[src/rtl/pcm_rx_deser.sv]
// pcm_rx_deser: TDM serial PCM receiver. Frames the bit stream on fs,
// extracts the companded byte of one selected timeslot per frame and offers
// it with the A/u-law select on a valid/ready handshake. Flags frame-sync
// errors and overwritten (unconsumed) samples as one-cycle pulses.
module pcm_rx_deser #(
  parameter int NUM_SLOTS = 32,
  parameter int SLOT_W    = 5
) (
  input  logic              clk,
  input  logic              reset,
  input  logic              bit_en,
  input  logic              fs,
  input  logic              sdin,
  input  logic [SLOT_W-1:0] slot_sel,
  input  logic              law_in,
  input  logic              s_ready,
  output logic [7:0]        s,
  output logic              law,
  output logic              s_valid,
  output logic              overrun,
  output logic              frame_err,
  input  logic              scan_in0,
  input  logic              scan_in1,
  input  logic              scan_in2,
  input  logic              scan_in3,
  input  logic              scan_in4,
  input  logic              scan_enable,
  input  logic              test_mode,
  output logic              scan_out0,
  output logic              scan_out1,
  output logic              scan_out2,
  output logic              scan_out3,
  output logic              scan_out4
);

  localparam logic [SLOT_W-1:0] LAST_SLOT = SLOT_W'(NUM_SLOTS - 1);

  typedef enum logic {
    HUNT = 1'b0,
    RUN  = 1'b1
  } state_t;

  state_t            r_state;
  logic [2:0]        r_bit_cnt;
  logic [SLOT_W-1:0] r_slot_cnt;
  logic [SLOT_W-1:0] r_sel;
  logic [7:0]        r_shreg;
  logic [7:0]        r_s;
  logic              r_law;
  logic              r_s_valid;
  logic              r_overrun;
  logic              r_frame_err;

  logic              w_frame_start;
  logic [SLOT_W-1:0] w_sel;
  logic              w_hit;
  logic              w_sync;
  logic              w_lost_sync;
  logic              w_unused_dft;

  // Counters back at slot 0 bit 0: only reachable in RUN by wrapping the frame.
  assign w_frame_start = (r_bit_cnt == 3'd0) && (r_slot_cnt == '0);
  // Selection is re-sampled at bit 0 of every slot, so bit 0 compares live.
  assign w_sel         = (r_bit_cnt == 3'd0) ? slot_sel : r_sel;
  assign w_hit         = (r_slot_cnt == w_sel);
  // fs outside slot 0 bit 0 (or any fs while hunting) (re)aligns the frame.
  assign w_sync        = bit_en && fs && ((r_state == HUNT) || !w_frame_start);
  assign w_lost_sync   = bit_en && !fs && (r_state == RUN) && w_frame_start;

  // DFT hooks are stitched at scan insertion; functionally inert here.
  assign w_unused_dft = &{1'b0, scan_in0, scan_in1, scan_in2, scan_in3,
                          scan_in4, scan_enable, test_mode};
  assign scan_out0 = 1'b0;
  assign scan_out1 = 1'b0;
  assign scan_out2 = 1'b0;
  assign scan_out3 = 1'b0;
  assign scan_out4 = 1'b0;

  assign s         = r_s;
  assign law       = r_law;
  assign s_valid   = r_s_valid;
  assign overrun   = r_overrun;
  assign frame_err = r_frame_err;

  // Framing FSM, slot/bit counters, shift register and output handshake.
  always_ff @(posedge clk or negedge reset) begin
    if (!reset) begin
      r_state     <= HUNT;
      r_bit_cnt   <= '0;
      r_slot_cnt  <= '0;
      r_sel       <= '0;
      r_shreg     <= '0;
      r_s         <= '0;
      r_law       <= 1'b0;
      r_s_valid   <= 1'b0;
      r_overrun   <= 1'b0;
      r_frame_err <= 1'b0;
    end else begin
      r_overrun   <= 1'b0;
      r_frame_err <= 1'b0;
      if (r_s_valid && s_ready) begin
        r_s_valid <= 1'b0;
      end
      if (w_sync) begin
        // Entry bit is bit 0 of slot 0; any partial byte is dropped. Shifting
        // sdin unconditionally is safe: a load needs 7 more shifts in-slot.
        r_state     <= RUN;
        r_frame_err <= (r_state == RUN);
        r_bit_cnt   <= 3'd1;
        r_slot_cnt  <= '0;
        r_sel       <= slot_sel;
        r_shreg     <= {7'b0, sdin};
      end else if (w_lost_sync) begin
        r_state     <= HUNT;
        r_frame_err <= 1'b1;
        r_bit_cnt   <= '0;
        r_slot_cnt  <= '0;
      end else if (bit_en && (r_state == RUN)) begin
        if (r_bit_cnt == 3'd0) begin
          r_sel <= slot_sel;
        end
        if (w_hit) begin
          r_shreg <= {r_shreg[6:0], sdin};
          if (r_bit_cnt == 3'd7) begin
            r_s       <= {r_shreg[6:0], sdin};
            r_law     <= law_in;
            r_s_valid <= 1'b1;
            r_overrun <= r_s_valid && !s_ready;
          end
        end
        r_bit_cnt <= r_bit_cnt + 3'd1;
        if (r_bit_cnt == 3'd7) begin
          r_slot_cnt <= (r_slot_cnt == LAST_SLOT) ? '0 : r_slot_cnt + 1'b1;
        end
      end
    end
  end

endmodule

[config.mk]
export PLATFORM = sky130hd
export DESIGN_NAME = pcm_rx_deser
export DESIGN_NICKNAME = d
export VERILOG_FILES = /design/src/rtl/pcm_rx_deser.sv
export SDC_FILE = /design/constraint.sdc
export NUM_CORES = 1
export LEC_CHECK = 0
export ABC_AREA = 1
export ABC_CLOCK_PERIOD_IN_PS = 3700
export CORE_ASPECT_RATIO = 0.9
export CORE_MARGIN = 1.5
export CORE_UTILIZATION = 50
export DETAILED_ROUTE_END_ITERATION = 10
export PLACE_DENSITY = 0.77
export SLEW_MARGIN = 20
export SYNTH_ARGS = -nofsm -noshare
export SYNTH_HDL_FRONTEND = slang
export SYNTH_SLANG_ARGS = --single-unit
[constraint.sdc]
create_clock -name clk -period 3.7 [get_ports clk]
set_input_delay 1.11 -clock clk [delete_from_list [all_inputs] [get_ports clk]]
set_output_delay 1.11 -clock clk [all_outputs]
set_load 0.05 [all_outputs]
==> flow_summary_export.csv, run 1 <==
group,metric,value,unit
run_status,status,"finished, final reports clean",
cells_and_area,areaGrowthSynthToFinish,15.45,%
power,switchingPower,599.1,uW
power,seqPwrFrac,0.368,
place,placedInstanceArea,2064,um^2
global_route,grt_antenna_before_repair,0,
drt,drc,0,
cts,cts_max_level,2,
power,p_comb_frac,0.439,
logic_synthesis,yosys.area.top_type,"dfrtp_1",
cts,cts_inserted_buffers,5,
die,row_count,20,
cells_and_area,final_util,0.6183,
place,io_buffers,23,
cts,postCtsSetupBuffers,0,
timing,final-hold-violation-count,0,
global_route,grt_pass1_wl,6465,um
timing,drv_slew,0,
logic_synthesis,async_flop_share,1.000,
logic_synthesis,synth_mux_area_frac,0,
logic_synthesis,synth.most_common_cell,"nand2_1",
timing,rsz0062_at_grt,"false",
logic_synthesis,synth-edff-count,0,
power,power_leakage,1.096,nW
timing,clock.fmax,358.0,MHz
cts,ctsResizeCount,0,
drt,routed_wl,3837,um
logic_synthesis,syn_area_per_cell,8.030,um^2
global_route,grt_start_max_net_pins,34,
worst_setup_path,crit_path_end_kind,"flip-flop",
timing,holdWs,0.4721,ns
logic_synthesis,ys_ff_latch,33,
drt,routedWlPerCell,12.79,um
logic_synthesis,yosys-top-cells-area,"dfrtp_1 (44%), nand2_1 (15%), nand3_1 (7.0%)",
global_route,groute.usage.overall,0.2107,
drt,num_vias,1590,
logic_synthesis,synthXorXnorAreaFrac,0.009402,
logic_synthesis,synth_compound_area_frac,0.07320,
die,start_util,0.5356,
worst_setup_path,cpMostUsedCell,"nand2_1",
global_route,grt_overflow,0,
drt,avgViaCountPerCell,5.300,
power,internal_power,765.7,uW
global_route,grt_pass1_vias,1438,
cts,cts_tree,"yes",
logic_synthesis,yosys-top-cells-count,"nand2_1 (76), dfrtp_1 (33), nand3_1 (26)",
timing,setup_tns,0,ns
drt,drt_pass1_iterations,4,
cts,cts_root_buf,"clkbuf_8",
cts,clk_pin_slew_worst_paths,0.07,ns
power,swShare,0.4389,
worst_setup_path,cpPeakStageDelay,0.48,ns
die,fp.dieH,60.91,um
cells_and_area,n_antenna_cell,0,
logic_synthesis,synth-seq-area-share,0.4433,
logic_synthesis,synthAdderAreaFrac,0.04030,
cts,cts_hold_buf,0,
worst_setup_path,worstSetupPathType,"in2reg",
logic_synthesis,synth_top_area_frac,0.4433,
logic_synthesis,yosys.area_share.simple,0.3345,
drt,drtAntennaViolNets,0,
timing,fin_worst_skew,0.004375,ns
logic_synthesis,ys.flop_type,"dfrtp_1",
worst_setup_path,critPathSlowestCell,"clkdlybuf4s50_1",
logic_synthesis,synth_top_family_by_area,"simple AND/OR/NAND/NOR gates",
power,p_clk_frac,0.193,
cts,clkLatencyLatePin,0.28,ns
die,design.core.area,3478,um^2
logic_synthesis,synth_area,1863,um^2
worst_setup_path,path_cells,"clkdlybuf4s50_1 -> nand2_1 -> inv_1 -> nand2_1 -> nor2_2 -> nand2_1 -> nor2_4 -> nand3_2 -> nand2_1 -> nand2_1",
die,num_io_pins,36,
worst_setup_path,startpoint_type,"primary input",
die,die_w,67.35,um
place,gp_congestion,0.8157,
die,die_area,4102,um^2
timing,setup_viol,0,
worst_setup_path,crit_fanout,16,
cts,cts_sinks,33,
job,max_cap_viol_count,0,
power,power.density,634.5,nW/um^2
logic_synthesis,syn_inst,232,
place,place_hpwl,2809,um
logic_synthesis,ys_types,26,
cts,cts_buffer_depth,2,
cells_and_area,fin_area,2151,um^2
timing,period_needed,2.794,ns
worst_setup_path,required,3.87,ns
power,ir_worst_vdd,360.2,uV
worst_hold_path,hold_class,"reg2reg",
cells_and_area,fin_nets,280,
cells_and_area,drive_above_1_share,0.09766,
worst_setup_path,crit_arrival,2.96,ns
drt,drt_iter0_drc,167,
timing,fin_crit_sh,0.7550,
logic_synthesis,yosys_warnings,0,
per-layer routing:
metal  wire, um  global-route usage  up-vias
met5          0                   0        -
met4         49             0.06997        0
met3        158             0.04638        7
met2       1836              0.3451       35
met1       1792              0.2798      751
li1           -                   -      797
cell type report:
| type | count | area [um^2] |
|---|---|---|
| clock inverter | 3 | 17.52 |
| multi-input combinational | 171 | 870.8 |
| inverter | 20 | 75.07 |
| tap | 44 | 55.05 |
| sequential | 33 | 825.8 |
| fill | 323 | 1328 |
| timing repair buffer | 24 | 237.7 |
| clock buffer | 5 | 68.82 |
cells in the final DEF, fill, tap and decap left out:
master,count
nand2_4,1
clkinvlp_4,1
o21bai_4,1
nor2_4,2
nand4_1,11
nand3_1,26
a21oi_2,1
clkdlybuf4s50_1,23
clkinv_2,2
nand3_2,1
nor2_2,4
buf_4,1
inv_2,3
o22ai_1,1
nor2_1,12
clkbuf_8,5
conb_1,5
inv_1,17
nand2_2,2
nand4_2,1
o21ai_0,8
nand2_1,76
ha_1,6
xor2_1,2
a21oi_1,8
dfrtp_1,33
a22oi_1,3
power by group through the flow:
stage	clock network [mW]	registers (mW)	logic, mW
after detailed placement	0	0.507	0.596
after CTS	0.270	0.501	0.598
after global placement	0	0.504	0.571
after floorplan	0	0.494	0.504
final	0.264	0.502	0.599
after global routing	0.282	0.512	0.689
stage by stage:
stage | worst slack [ns] | cells | total power, mW
global placement | 0.6803 | 292 | 1.075
detailed placement | 0.6080 | 292 | 1.103
CTS | 0.8954 | 300 | 1.370
global route | 0.7577 | 300 | 1.484
floorplan | 1.555 | 236 | 0.9984
finish | 0.9065 | 300 | 1.365
state kept, by name, summed over array words and instances (netlist names):
signal      count
law             1
r_slot_cnt      5
r_sel           5
frame_err       1
s               8
r_bit_cnt       3
r_shreg         7
overrun         1
r_state         1
s_valid         1
cell families (layout without fill, tap and decap cells):
kind of cell               count (synthesis)  after routing
DFF                                       33             33
adders and majority gates                  6              6
and+or+nand+nor                          136            136
buffers and inverters                     32             52
xor gates and xnor gates                   2              2
AOI/OAI and AO/OA                         22             22
other                                      1              5
worst max-delay path, delay by kind of cell:
kind / cells / cell delay [ns]
buf+inv: 2 / 0.64
simple gates: 8 / 1.21
worst paths after layout:
check	cells after the start	slack, ns	start	end
worst min register to register	2	0.47	s[3]	s[3]
worst max-delay path	10	0.91	bit_en	s[0]
max in group asynchronous	2	2.18	reset	s[0]
worst max register to register	11	1.18	r_bit_cnt[0]	s[0]
min in group asynchronous	2	1.22	reset	r_sel[2]
worst min-delay path	2	0.47	s[3]	s[3]
(Power assumes the default switching activity.)
==> run 2: changes to the inputs <==
--- a/config.mk
+++ b/config.mk
@@ -6,7 +6,7 @@
 export NUM_CORES = 1
 export LEC_CHECK = 0
 export ABC_AREA = 1
-export ABC_CLOCK_PERIOD_IN_PS = 3700
+export ABC_CLOCK_PERIOD_IN_PS = 2700
 export CORE_ASPECT_RATIO = 0.9
 export CORE_MARGIN = 1.5
 export CORE_UTILIZATION = 50
==> constraint.sdc (replaced) <==
create_clock -name clk -period 2.7 [get_ports clk]
set_input_delay 0.81 -clock clk [delete_from_list [all_inputs] [get_ports clk]]
set_output_delay 0.81 -clock clk [all_outputs]
set_load 0.05 [all_outputs]
==> run 2 against run 1 <==
  * Sequential power increased by 37%
  * First-iteration DRC count shrank 43%
  * Clock-buffer cell count did not move
  * Non-clock buffer count grew 4
  * Final cell count up 1.3%
  * Clock power rose by 38%
  * Flip-flop and latch count unchanged
  * Setup slack got worse by 0.48 ns
  * Hold slack worse by 0.0010 ns
  * Routed wire length down 5.0%
  * Register-to-register slack worse by 0.69 ns
  * Utilization increased by 0.86 points
==> flow_summary_export.csv, run 2 (synthesized netlist as in run 1, its figures left out) <==
group,metric,value,unit
place,place_hpwl,2588,um
worst_setup_path,worst-path-buf-inv,1,
cts,cts_hold_buf,0,
die,design.core.area,3478,um^2
timing,setup_viol,0,
global_route,grt_pass1_vias,1410,
cells_and_area,drive_above_1_share,0.1115,
global_route,grt_start_max_net_pins,34,
global_route,grt_antenna_before_repair,0,
timing,clock.fmax,439.5,MHz
die,start_util,0.5356,
cells_and_area,largest_register_ffs,8,
drt,drt_pass1_iterations,4,
run_status,status,"finished, final reports clean",
cts,clk_pin_slew_worst_paths,0.07,ns
cts,cts_inserted_buffers,5,
timing,period_needed,2.276,ns
worst_setup_path,crit_arrival,1.47,ns
timing,rsz0062_at_grt,"false",
cells_and_area,fillers,314,
place,gp_congestion,0.8374,
global_route,grt_overflow,0,
cells_and_area,n_antenna_cell,0,
cts,cts_buffer_depth,2,
cells_and_area,finalNonFillerCells,304,
die,fp.dieH,60.91,um
timing,fin_worst_skew,0.004229,ns
cells_and_area,final_cell_mix,"nand2_1 (76), dfrtp_1 (33), nand3_1 (26), clkdlybuf4s50_1 (23), inv_1 (17)",
cells_and_area,final_common_cell,"nand2_1",
drt,drc,0,
timing,worstMarginPinSlew,0.5137,ns
drt,routedWlPerCell,11.99,um
cts,clkLatencyLatePin,0.29,ns
place,io_buffers,23,
global_route,grt_pass1_wl,6154,um
cts,cts_tree,"yes",
power,ir_worst_vdd,608.4,uV
die,die_area,4102,um^2
die,num_io_pins,36,
worst_setup_path,path_cells,"clkdlybuf4s50_1",
drt,drtAntennaViolNets,0,
worst_setup_path,cpPeakStageDelay,0.82,ns
worst_setup_path,critPathSlowestCell,"clkdlybuf4s50_1",
timing,drv_slew,0,
worst_setup_path,required,1.89,ns
worst_setup_path,crit_path_end_kind,"primary output",
timing,fin_crit_sh,0.8428,
cts,ctsResizeCount,0,
drt,avgViaCountPerCell,5.207,
worst_hold_path,hold_class,"reg2reg",
worst_setup_path,crit_fanout,2,
power,power_leakage,1.115,nW
drt,routed_wl,3645,um
cts,cts_max_level,2,
cells_and_area,areaGrowthSynthToFinish,17.06,%
cells_and_area,fin_nets,284,
timing,holdWs,0.4710,ns
drt,num_vias,1583,
timing,slew_headroom,0.6563,
timing,setup_tns,0,ns
worst_setup_path,cp_top_family,"buffers and inverters",
job,max_cap_viol_count,0,
worst_setup_path,worstSetupPathType,"reg2out",
power,power.density,859.1,nW/um^2
cts,cts_sinks,33,
timing,final-hold-violation-count,0,
worst_setup_path,startpoint_type,"flip-flop",
cts,cts_root_buf,"clkbuf_8",
drt,drt_iter0_drc,96,
cts,postCtsSetupBuffers,0,
place,dp.cells,296,
die,row_count,20,
global_route,groute.usage.overall,0.2052,
die,die_w,67.35,um
run 2: metrics by stage:
step / utilization / instance area [um^2] / power (mW) / setup WS (ns)
2_1_floorplan: - / 1878 / 1.368 / 0.8555
3_3_place_gp: 0.6022 / 2095 / 1.491 / 0.2655
4_1_cts: 0.6270 / 2181 / 1.879 / 0.4127
5_1_grt: 0.6270 / 2181 / 2.042 / 0.2216
6_report: 0.6270 / 2181 / 1.874 / 0.4244
3_5_place_dp: 0.6022 / 2095 / 1.510 / 0.2279
run 2: final timing paths:
kind                         startpoint       endpoint  slack [ns]  depth (start not counted)
max in group asynchronous         reset           s[4]        1.48                          2
hold / removal                     s[7]           s[7]        0.47                          2
hold reg to reg                    s[7]           s[7]        0.47                          2
min in group asynchronous         reset       r_sel[1]        0.92                          2
setup reg to reg           r_bit_cnt[0]  r_slot_cnt[1]        0.49                          9
setup / recovery                s_valid        s_valid        0.42                          1
run 2: cell type report:
cell class	instances	area, um^2	area share
Sequential cell	33	825.8	0.3787
Clock inverter	3	17.52	0.008032
Inverter	20	75.07	0.03442
Tap cell	44	55.05	0.02524
Timing Repair Buffer	28	267.8	0.1228
Clock buffer	5	68.82	0.03155
Multi-Input combinational cell	171	870.8	0.3993
run 2: power breakdown:
group | internal, mW | leakage [nW] | switching, mW
clock | 0.178 | 0.0439 | 0.188
combinational | 0.287 | 0.635 | 0.535
sequential | 0.597 | 0.436 | 0.0892
run 2: routing by layer:
layer / GRT usage / part of all wire
met1: 0.2679 / 0.48
met2: 0.3281 / 0.45
met3: 0.04453 / 0.056
met4: 0.09621 / 0.017
met5: 0 / 0
